`config.mk`:
```
export PLATFORM = sky130hd
export DESIGN_NAME = apb_master_bridge_flat
export DESIGN_NICKNAME = d
export VERILOG_FILES = /design/src/rtl/apb_master_bridge_if.sv /design/src/rtl/apb_master_bridge.sv /design/src/flat_wrapper.sv
export SDC_FILE = /design/constraint.sdc
export NUM_CORES = 1
export LEC_CHECK = 0
export CORE_MARGIN = 3
export CORE_UTILIZATION = 43
export CTS_BUF_LIST = sky130_fd_sc_hd__clkbuf_2
export CTS_CLUSTER_DIAMETER = 120
export DETAILED_ROUTE_END_ITERATION = 10
export GPL_TIMING_DRIVEN = 0
export PLACE_DENSITY = 0.95
export SKIP_CTS_REPAIR_TIMING = 1
export SYNTH_ARGS = -nofsm -noshare
export SYNTH_HDL_FRONTEND = slang
export SYNTH_SLANG_ARGS = --single-unit
```
`constraint.sdc`:
```
create_clock -name clk -period 2.25 [get_ports clk]
set_input_delay 0.225 -clock clk [delete_from_list [all_inputs] [get_ports clk]]
set_output_delay 0.225 -clock clk [all_outputs]
set_load 0.01 [all_outputs]
```
`src/rtl/apb_master_bridge_if.sv`:
```
// Request/response and APB3 signal bundle for apb_master_bridge.
// The master modport is the bridge side; the slave modport is the environment side.
interface apb_master_bridge_if;
    logic        req_valid;
    logic        req_ready;
    logic        req_write;
    logic [31:0] req_addr;
    logic [31:0] req_wdata;
    logic        rsp_valid;
    logic [31:0] rsp_rdata;
    logic        rsp_err;
    logic        PSEL;
    logic        PENABLE;
    logic        PWRITE;
    logic [31:0] PADDR;
    logic [31:0] PWDATA;
    logic [31:0] PRDATA;
    logic        PREADY;
    logic        PSLVERR;

    modport master (
        input  req_valid, req_write, req_addr, req_wdata,
        output req_ready, rsp_valid, rsp_rdata, rsp_err,
        output PSEL, PENABLE, PWRITE, PADDR, PWDATA,
        input  PRDATA, PREADY, PSLVERR
    );

    modport slave (
        output req_valid, req_write, req_addr, req_wdata,
        input  req_ready, rsp_valid, rsp_rdata, rsp_err,
        input  PSEL, PENABLE, PWRITE, PADDR, PWDATA,
        output PRDATA, PREADY, PSLVERR
    );
endinterface

```
`src/rtl/apb_master_bridge.sv`:
```
// APB3 master bridge: single-outstanding request/response to APB transfers,
// with address-window decode and an optional wait-state timeout.
// Ports: clk, rst (sync, active-high), bus (apb_master_bridge_if.master):
//   req_valid/req_ready/req_write/req_addr/req_wdata, rsp_valid/rsp_rdata/rsp_err,
//   PSEL/PENABLE/PWRITE/PADDR/PWDATA out, PRDATA/PREADY/PSLVERR in.
// Build option: define APB_TIMEOUT_EN to abort transfers stalled by PREADY.
module apb_master_bridge #(
    parameter logic [31:0] START_ADDRESS   = 32'h8c000000,
    parameter logic [31:0] END_ADDRESS     = 32'h8c000010,
    parameter int          MAX_WAIT_STATES = 32
) (
    input logic                  clk,
    input logic                  rst,
    apb_master_bridge_if.master  bus
);

    typedef enum logic [1:0] {
        IDLE   = 2'd0,
        SETUP  = 2'd1,
        ACCESS = 2'd2,
        RESP   = 2'd3
    } state_e;

    state_e      state_q, state_d;
    logic        write_q, write_d;
    logic [31:0] addr_q, addr_d;
    logic [31:0] wdata_q, wdata_d;
    logic [31:0] rdata_q, rdata_d;
    logic        err_q, err_d;
    logic        in_window;

`ifdef APB_TIMEOUT_EN
    localparam int CNT_W = $clog2(MAX_WAIT_STATES + 1);
    logic [CNT_W-1:0] wait_cnt_q, wait_cnt_d;
`endif

    assign in_window = (bus.req_addr >= START_ADDRESS) &&
                       (bus.req_addr <= END_ADDRESS) &&
                       (bus.req_addr[1:0] == 2'b00);

    // State and datapath registers
    always_ff @(posedge clk) begin
        if (rst) begin
            state_q <= IDLE;
            write_q <= 1'b0;
            addr_q  <= '0;
            wdata_q <= '0;
            rdata_q <= '0;
            err_q   <= 1'b0;
`ifdef APB_TIMEOUT_EN
            wait_cnt_q <= '0;
`endif
        end else begin
            state_q <= state_d;
            write_q <= write_d;
            addr_q  <= addr_d;
            wdata_q <= wdata_d;
            rdata_q <= rdata_d;
            err_q   <= err_d;
`ifdef APB_TIMEOUT_EN
            wait_cnt_q <= wait_cnt_d;
`endif
        end
    end

    // Next-state and latched-request logic
    always_comb begin
        state_d = state_q;
        write_d = write_q;
        addr_d  = addr_q;
        wdata_d = wdata_q;
        rdata_d = rdata_q;
        err_d   = err_q;
`ifdef APB_TIMEOUT_EN
        wait_cnt_d = wait_cnt_q;
`endif
        unique case (state_q)
            IDLE: begin
                if (bus.req_valid) begin
                    write_d = bus.req_write;
                    addr_d  = bus.req_addr;
                    wdata_d = bus.req_wdata;
                    rdata_d = '0;
`ifdef APB_TIMEOUT_EN
                    wait_cnt_d = '0;
`endif
                    if (in_window) begin
                        err_d   = 1'b0;
                        state_d = SETUP;
                    end else begin
                        // Decode error: answer without touching the bus
                        err_d   = 1'b1;
                        state_d = RESP;
                    end
                end
            end
            SETUP: state_d = ACCESS;
            ACCESS: begin
                if (bus.PREADY) begin
                    err_d   = bus.PSLVERR;
                    rdata_d = (!write_q && !bus.PSLVERR) ? bus.PRDATA : '0;
                    state_d = RESP;
                end
`ifdef APB_TIMEOUT_EN
                // Counter reaching MAX means this is wait cycle MAX+1
                else if (wait_cnt_q == CNT_W'(MAX_WAIT_STATES)) begin
                    err_d   = 1'b1;
                    rdata_d = '0;
                    state_d = RESP;
                end else begin
                    wait_cnt_d = wait_cnt_q + 1'b1;
                end
`endif
            end
            RESP: state_d = IDLE;
            default: state_d = IDLE;
        endcase
    end

    // Outputs decoded from state; bus fields are zero outside a transfer
    always_comb begin
        bus.req_ready = 1'b0;
        bus.rsp_valid = 1'b0;
        bus.rsp_rdata = '0;
        bus.rsp_err   = 1'b0;
        bus.PSEL      = 1'b0;
        bus.PENABLE   = 1'b0;
        bus.PWRITE    = 1'b0;
        bus.PADDR     = '0;
        bus.PWDATA    = '0;
        unique case (state_q)
            IDLE: bus.req_ready = !rst;
            SETUP: begin
                bus.PSEL   = 1'b1;
                bus.PWRITE = write_q;
                bus.PADDR  = addr_q;
                bus.PWDATA = wdata_q;
            end
            ACCESS: begin
                bus.PSEL    = 1'b1;
                bus.PENABLE = 1'b1;
                bus.PWRITE  = write_q;
                bus.PADDR   = addr_q;
                bus.PWDATA  = wdata_q;
            end
            RESP: begin
                bus.rsp_valid = 1'b1;
                bus.rsp_err   = err_q;
                bus.rsp_rdata = rdata_q;
            end
            default: ;
        endcase
    end

endmodule

```
`src/flat_wrapper.sv`:
```
// flat-port wrapper written by rule: the top's interface ports become plain ports
module apb_master_bridge_flat 
#(
    parameter logic [31:0] START_ADDRESS   = 32'h8c000000,
    parameter logic [31:0] END_ADDRESS     = 32'h8c000010,
    parameter int          MAX_WAIT_STATES = 32
)
  (clk, rst, bus_req_valid, bus_req_write, bus_req_addr, bus_req_wdata, bus_req_ready, bus_rsp_valid, bus_rsp_rdata, bus_rsp_err, bus_PSEL, bus_PENABLE, bus_PWRITE, bus_PADDR, bus_PWDATA, bus_PRDATA, bus_PREADY, bus_PSLVERR);
  apb_master_bridge_if bus_i ();
  input logic clk;
  input logic rst;
  input wire logic [$bits(bus_i.req_valid)-1:0] bus_req_valid;
  input wire logic [$bits(bus_i.req_write)-1:0] bus_req_write;
  input wire logic [$bits(bus_i.req_addr)-1:0] bus_req_addr;
  input wire logic [$bits(bus_i.req_wdata)-1:0] bus_req_wdata;
  output wire logic [$bits(bus_i.req_ready)-1:0] bus_req_ready;
  output wire logic [$bits(bus_i.rsp_valid)-1:0] bus_rsp_valid;
  output wire logic [$bits(bus_i.rsp_rdata)-1:0] bus_rsp_rdata;
  output wire logic [$bits(bus_i.rsp_err)-1:0] bus_rsp_err;
  output wire logic [$bits(bus_i.PSEL)-1:0] bus_PSEL;
  output wire logic [$bits(bus_i.PENABLE)-1:0] bus_PENABLE;
  output wire logic [$bits(bus_i.PWRITE)-1:0] bus_PWRITE;
  output wire logic [$bits(bus_i.PADDR)-1:0] bus_PADDR;
  output wire logic [$bits(bus_i.PWDATA)-1:0] bus_PWDATA;
  input wire logic [$bits(bus_i.PRDATA)-1:0] bus_PRDATA;
  input wire logic [$bits(bus_i.PREADY)-1:0] bus_PREADY;
  input wire logic [$bits(bus_i.PSLVERR)-1:0] bus_PSLVERR;
  assign bus_i.req_valid = bus_req_valid;
  assign bus_i.req_write = bus_req_write;
  assign bus_i.req_addr = bus_req_addr;
  assign bus_i.req_wdata = bus_req_wdata;
  assign bus_req_ready = bus_i.req_ready;
  assign bus_rsp_valid = bus_i.rsp_valid;
  assign bus_rsp_rdata = bus_i.rsp_rdata;
  assign bus_rsp_err = bus_i.rsp_err;
  assign bus_PSEL = bus_i.PSEL;
  assign bus_PENABLE = bus_i.PENABLE;
  assign bus_PWRITE = bus_i.PWRITE;
  assign bus_PADDR = bus_i.PADDR;
  assign bus_PWDATA = bus_i.PWDATA;
  assign bus_i.PRDATA = bus_PRDATA;
  assign bus_i.PREADY = bus_PREADY;
  assign bus_i.PSLVERR = bus_PSLVERR;
  apb_master_bridge #(.START_ADDRESS(START_ADDRESS), .END_ADDRESS(END_ADDRESS), .MAX_WAIT_STATES(MAX_WAIT_STATES)) u_core (.clk(clk), .rst(rst), .bus(bus_i));
endmodule
```
==> results.md <==
- In this run the tightest slew margin relative to its limit is 0.582.
- For the worst setup path, the data required time is 2.03 ns.
- The yosys synthesis warning count is 0.
- 204 I/O pins were placed.
- The run finished, with violations left.
- The kind of critical path is reg -> out.
- The portion of the post-synthesis area used by sequential elements is 0.458.
- The CTS sink count is 100.
- The maximum net fanout on the critical path is 10.
- The startpoint class of the critical path is a flip-flop.
- For this run, the total global-route usage over all layers was measured as 0.230.
- For the finished layout, the period the worst path requires is 2.34 ns.
- At the worst endpoint, the arrival time is 2.11 ns.
- The clock tree buffer depth is 2.
- The most common library cell in the layout ignoring fill and taps is sky130_fd_sc_hd__nand2_1.
- The global-route wire length before repair is 20900 um.
- The routed via count is 4526.
- Measured along the x axis, the die boundary spans 107 um.
- In the global route stage, met2 resource usage came out at 0.397.
- The core region is 9820 um^2.
- The routed via count divided by cell count is 4.90.
- The maximum vdd ir drop is 0.507 mV.
- In this run the static leakage power is 0.00381 uW.
- The initial DRC count is 208.
- Summed over all layers, the routed wires come to 14100 um.
- The fraction of layout instances using a drive strength above 1 is 0.0899.
- In the post-route analysis, the smallest setup slack over all paths is -0.0856 ns.
- After synthesis the cells add up to 4370 um^2.
- The number of detailed-routing iterations run before antenna repair is 4.
- The max-slew violation count came to 0.
- In the layout the commonest cells are 161 x sky130_fd_sc_hd__nand2_1, 112 x sky130_fd_sc_hd__clkdlybuf4s50_1, 99 x sky130_fd_sc_hd__and2_1, 98 x sky130_fd_sc_hd__dfxtp_1, 97 x sky130_fd_sc_hd__a21oi_1.
- The die covers 11400 um^2.
- Global routing finished with a remaining overflow of 0.
- Relative to the synthesized area, the layout overhead comes to 56.9%.
- The number of storage elements in the synthesis netlist is 100.
- The number of standard cells after synthesis is 571.
- The number of buffer cells added on primary ports is 202.
- In this run, CTS created clock tree buffers numbering 9.
- The gate family responsible for the most delay along the worst path is buffers and inverters.
- Hold timing on the final database bottoms out at a slack of 0.182 ns.
- The overall power after layout is 6060 uW.
- Routability-driven placement finished with a final weighted congestion of 0.809.
- Traced cell by cell, the critical path runs through buf_4 -> ha_4 -> clkbuf_4 -> and2_1 -> clkdlybuf4s50_1.
- The number of remaining DRC errors is 0.
- The class of the tightest hold or removal check is in -> reg.
- The most used routing layer in global routing is met2.
- In this run the mean area of a mapped cell was 7.66 um^2.
- The achievable clock frequency is 428 MHz.
- The effective utilization at floorplan is 0.445.
- Dividing the final minimum period by the clock period gives 1.04.
- The final antenna diode count is 0.
- The slowest stage of the critical path belongs to the cell sky130_fd_sc_hd__clkdlybuf4s50_1.
- The critical path endpoint category is a primary output.
- The clock transition at the registers of the reported paths is 0.28 ns.
- The count of nets left with antenna violations once routing finished came out at 0.
- Setup violations remaining at the end of the flow were counted as 8.
- The initial antenna violation count is 0.
- The global-route met1 utilization is 0.274.
- The final net count is 890.
- The synthesized netlist contains 32 unique library cells.
- The source-to-sink clock delay at the later pin of the worst-skew pair is 0.54 ns.
- In this run the number of H-tree levels came out at 3.
- Together, buffers and inverters on the worst path number 3.
- The power per unit of standard cell area is 883 nW/um^2.
- The clock tree from TritonCTS is built.
- Entering global routing, the biggest net connects 17 pins.
- The die height is 107 um.
- Setup repair after global routing could not meet its margin everywhere.
- Between clock sinks in the finished design, the worst skew comes to 0.0396 ns.
- Detailed placement finished with a half-perimeter wire length of 10600 um.
- In the final routed layout, each cell accounts on average for 15.3 um.
- The via count of the first global-routing pass came to 4150.
- Clock tree synthesis selected as its root buffer the cell sky130_fd_sc_hd__clkbuf_2.
- The net count of the mapped netlist is 676.
- For this run, global-route usage on met3 was measured as 0.0710.
- On the worst path, the slowest cell contributes a delay of 0.53 ns.
- The transition at the pin with the smallest max-transition slack is 0.627 ns.
- The count of max-cap constraint violations is 0.
- The checks that failed: setup timing.
- The site row count is 36.
- The number of hold-slack violations in the final timing report is 0.
==> final cells by class <==
cell class | count | area [um^2]
multi-input cells | 423 | 2160
flip-flops and latches | 100 | 2000
plain buffers | 45 | 279
clock buffers | 10 | 50.0
inverters | 3 | 11.3
repair buffers | 203 | 2130
well taps | 133 | 166
fillers | 777 | 2960
clock inverters | 6 | 62.6
==> final timing paths <==
check	start	endpoint	slack, ns	depth (start not counted)
hold reg to reg	u_core.addr_q[28]	u_core.addr_q[28]	0.47	2
hold / removal	bus_req_wdata[26]	u_core.wdata_q[26]	0.18	3
setup reg to reg	u_core.state_q[0]	u_core.rdata_q[0]	0.30	6
setup / recovery	u_core.state_q[0]	bus_rsp_rdata[2]	-0.09	5
==> per-stage QoR <==
step | util | std cells | TNS [ns] | setup slack, ns | area (um^2)
2_1_floorplan | - | 571 | 0 | 0.561 | 4370
3_3_place_gp | 0.668 | 906 | -8.94 | -0.280 | 6560
3_5_place_dp | 0.668 | 906 | -9.95 | -0.300 | 6560
4_1_cts | 0.680 | 922 | -60.77 | -0.990 | 6670
5_1_grt | 0.699 | 923 | -2.38 | -0.186 | 6860
6_report | 0.699 | 923 | -0.390 | -0.0856 | 6860
==> tightest hold or removal path: stages <==
cell and delay, ns:
sky130_fd_sc_hd__clkdlybuf4s50_1 0.39, sky130_fd_sc_hd__nand2_1 0.05, sky130_fd_sc_hd__a21oi_1 0.05
==> synthesized netlist by cell type <==
cell / number / share of area
sky130_fd_sc_hd__o21ai_0: 2 / 0.0023
sky130_fd_sc_hd__a41oi_1: 1 / 0.0020
sky130_fd_sc_hd__nor2b_4: 2 / 0.0063
sky130_fd_sc_hd__inv_1: 3 / 0.0026
sky130_fd_sc_hd__nor3_1: 2 / 0.0023
sky130_fd_sc_hd__o21ai_1: 1 / 0.0011
sky130_fd_sc_hd__ha_1: 3 / 0.0086
sky130_fd_sc_hd__and2_1: 99 / 0.14
sky130_fd_sc_hd__nor3b_2: 1 / 0.0029
sky130_fd_sc_hd__nor2b_1: 1 / 0.0014
sky130_fd_sc_hd__buf_1: 4 / 0.0034
sky130_fd_sc_hd__a21oi_2: 1 / 0.0020
sky130_fd_sc_hd__nor3_4: 1 / 0.0037
sky130_fd_sc_hd__nand2_2: 2 / 0.0029
sky130_fd_sc_hd__a31oi_1: 1 / 0.0014
sky130_fd_sc_hd__a21oi_1: 97 / 0.11
sky130_fd_sc_hd__o211ai_1: 1 / 0.0017
sky130_fd_sc_hd__or3_1: 2 / 0.0029
sky130_fd_sc_hd__nand2_1: 161 / 0.14
sky130_fd_sc_hd__buf_8: 3 / 0.010
sky130_fd_sc_hd__nor4_1: 3 / 0.0043
sky130_fd_sc_hd__clkbuf_1: 24 / 0.021
sky130_fd_sc_hd__nand3_1: 32 / 0.037
sky130_fd_sc_hd__nand4_1: 2 / 0.0029
sky130_fd_sc_hd__nor4b_1: 1 / 0.0020
sky130_fd_sc_hd__dfxtp_1: 100 / 0.46
sky130_fd_sc_hd__buf_2: 13 / 0.015
sky130_fd_sc_hd__nor2_1: 4 / 0.0034
sky130_fd_sc_hd__or4b_1: 1 / 0.0023
sky130_fd_sc_hd__o311ai_0: 1 / 0.0020
sky130_fd_sc_hd__buf_6: 1 / 0.0026
sky130_fd_sc_hd__or4_1: 1 / 0.0017
==> kinds of logic (layout without fill, tap and decap cells) <==
group | Yosys count | count (layout) | synth area share
flip-flops | 100 | 100 | 0.458
buffers and inverters | 48 | 267 | 0.0544
AO/OA/AOI/OAI | 105 | 105 | 0.124
AND/OR/NAND/NOR | 315 | 315 | 0.355
adder cells (fa/ha/maj) | 3 | 3 | 0.00859
==> where the power goes <==
group / internal (uW) / leakage, uW / switching [uW]
combinational: 1330 / 0.00292 / 1660
clock: 263 / 0.0000680 / 599
sequential: 2070 / 0.000816 / 138
total: 3660 / 0.00381 / 2400
==> flip-flops by register name, summed over array words and instances, names as in the netlist <==
| name | flops |
|---|---|
| u_core.rdata_q | 32 |
| u_core.wdata_q | 32 |
| u_core.addr_q | 32 |
| u_core.write_q | 1 |
| u_core.state_q | 2 |
| u_core.err_q | 1 |
==> routing by layer <==
layer,share of wire,up-vias
met3,0.088,19
met1,0.40,2031
met5,0,-
li1,-,2280
met4,0.020,0
met2,0.49,196
No activity file was read; power rests on OpenSTA's default activity.
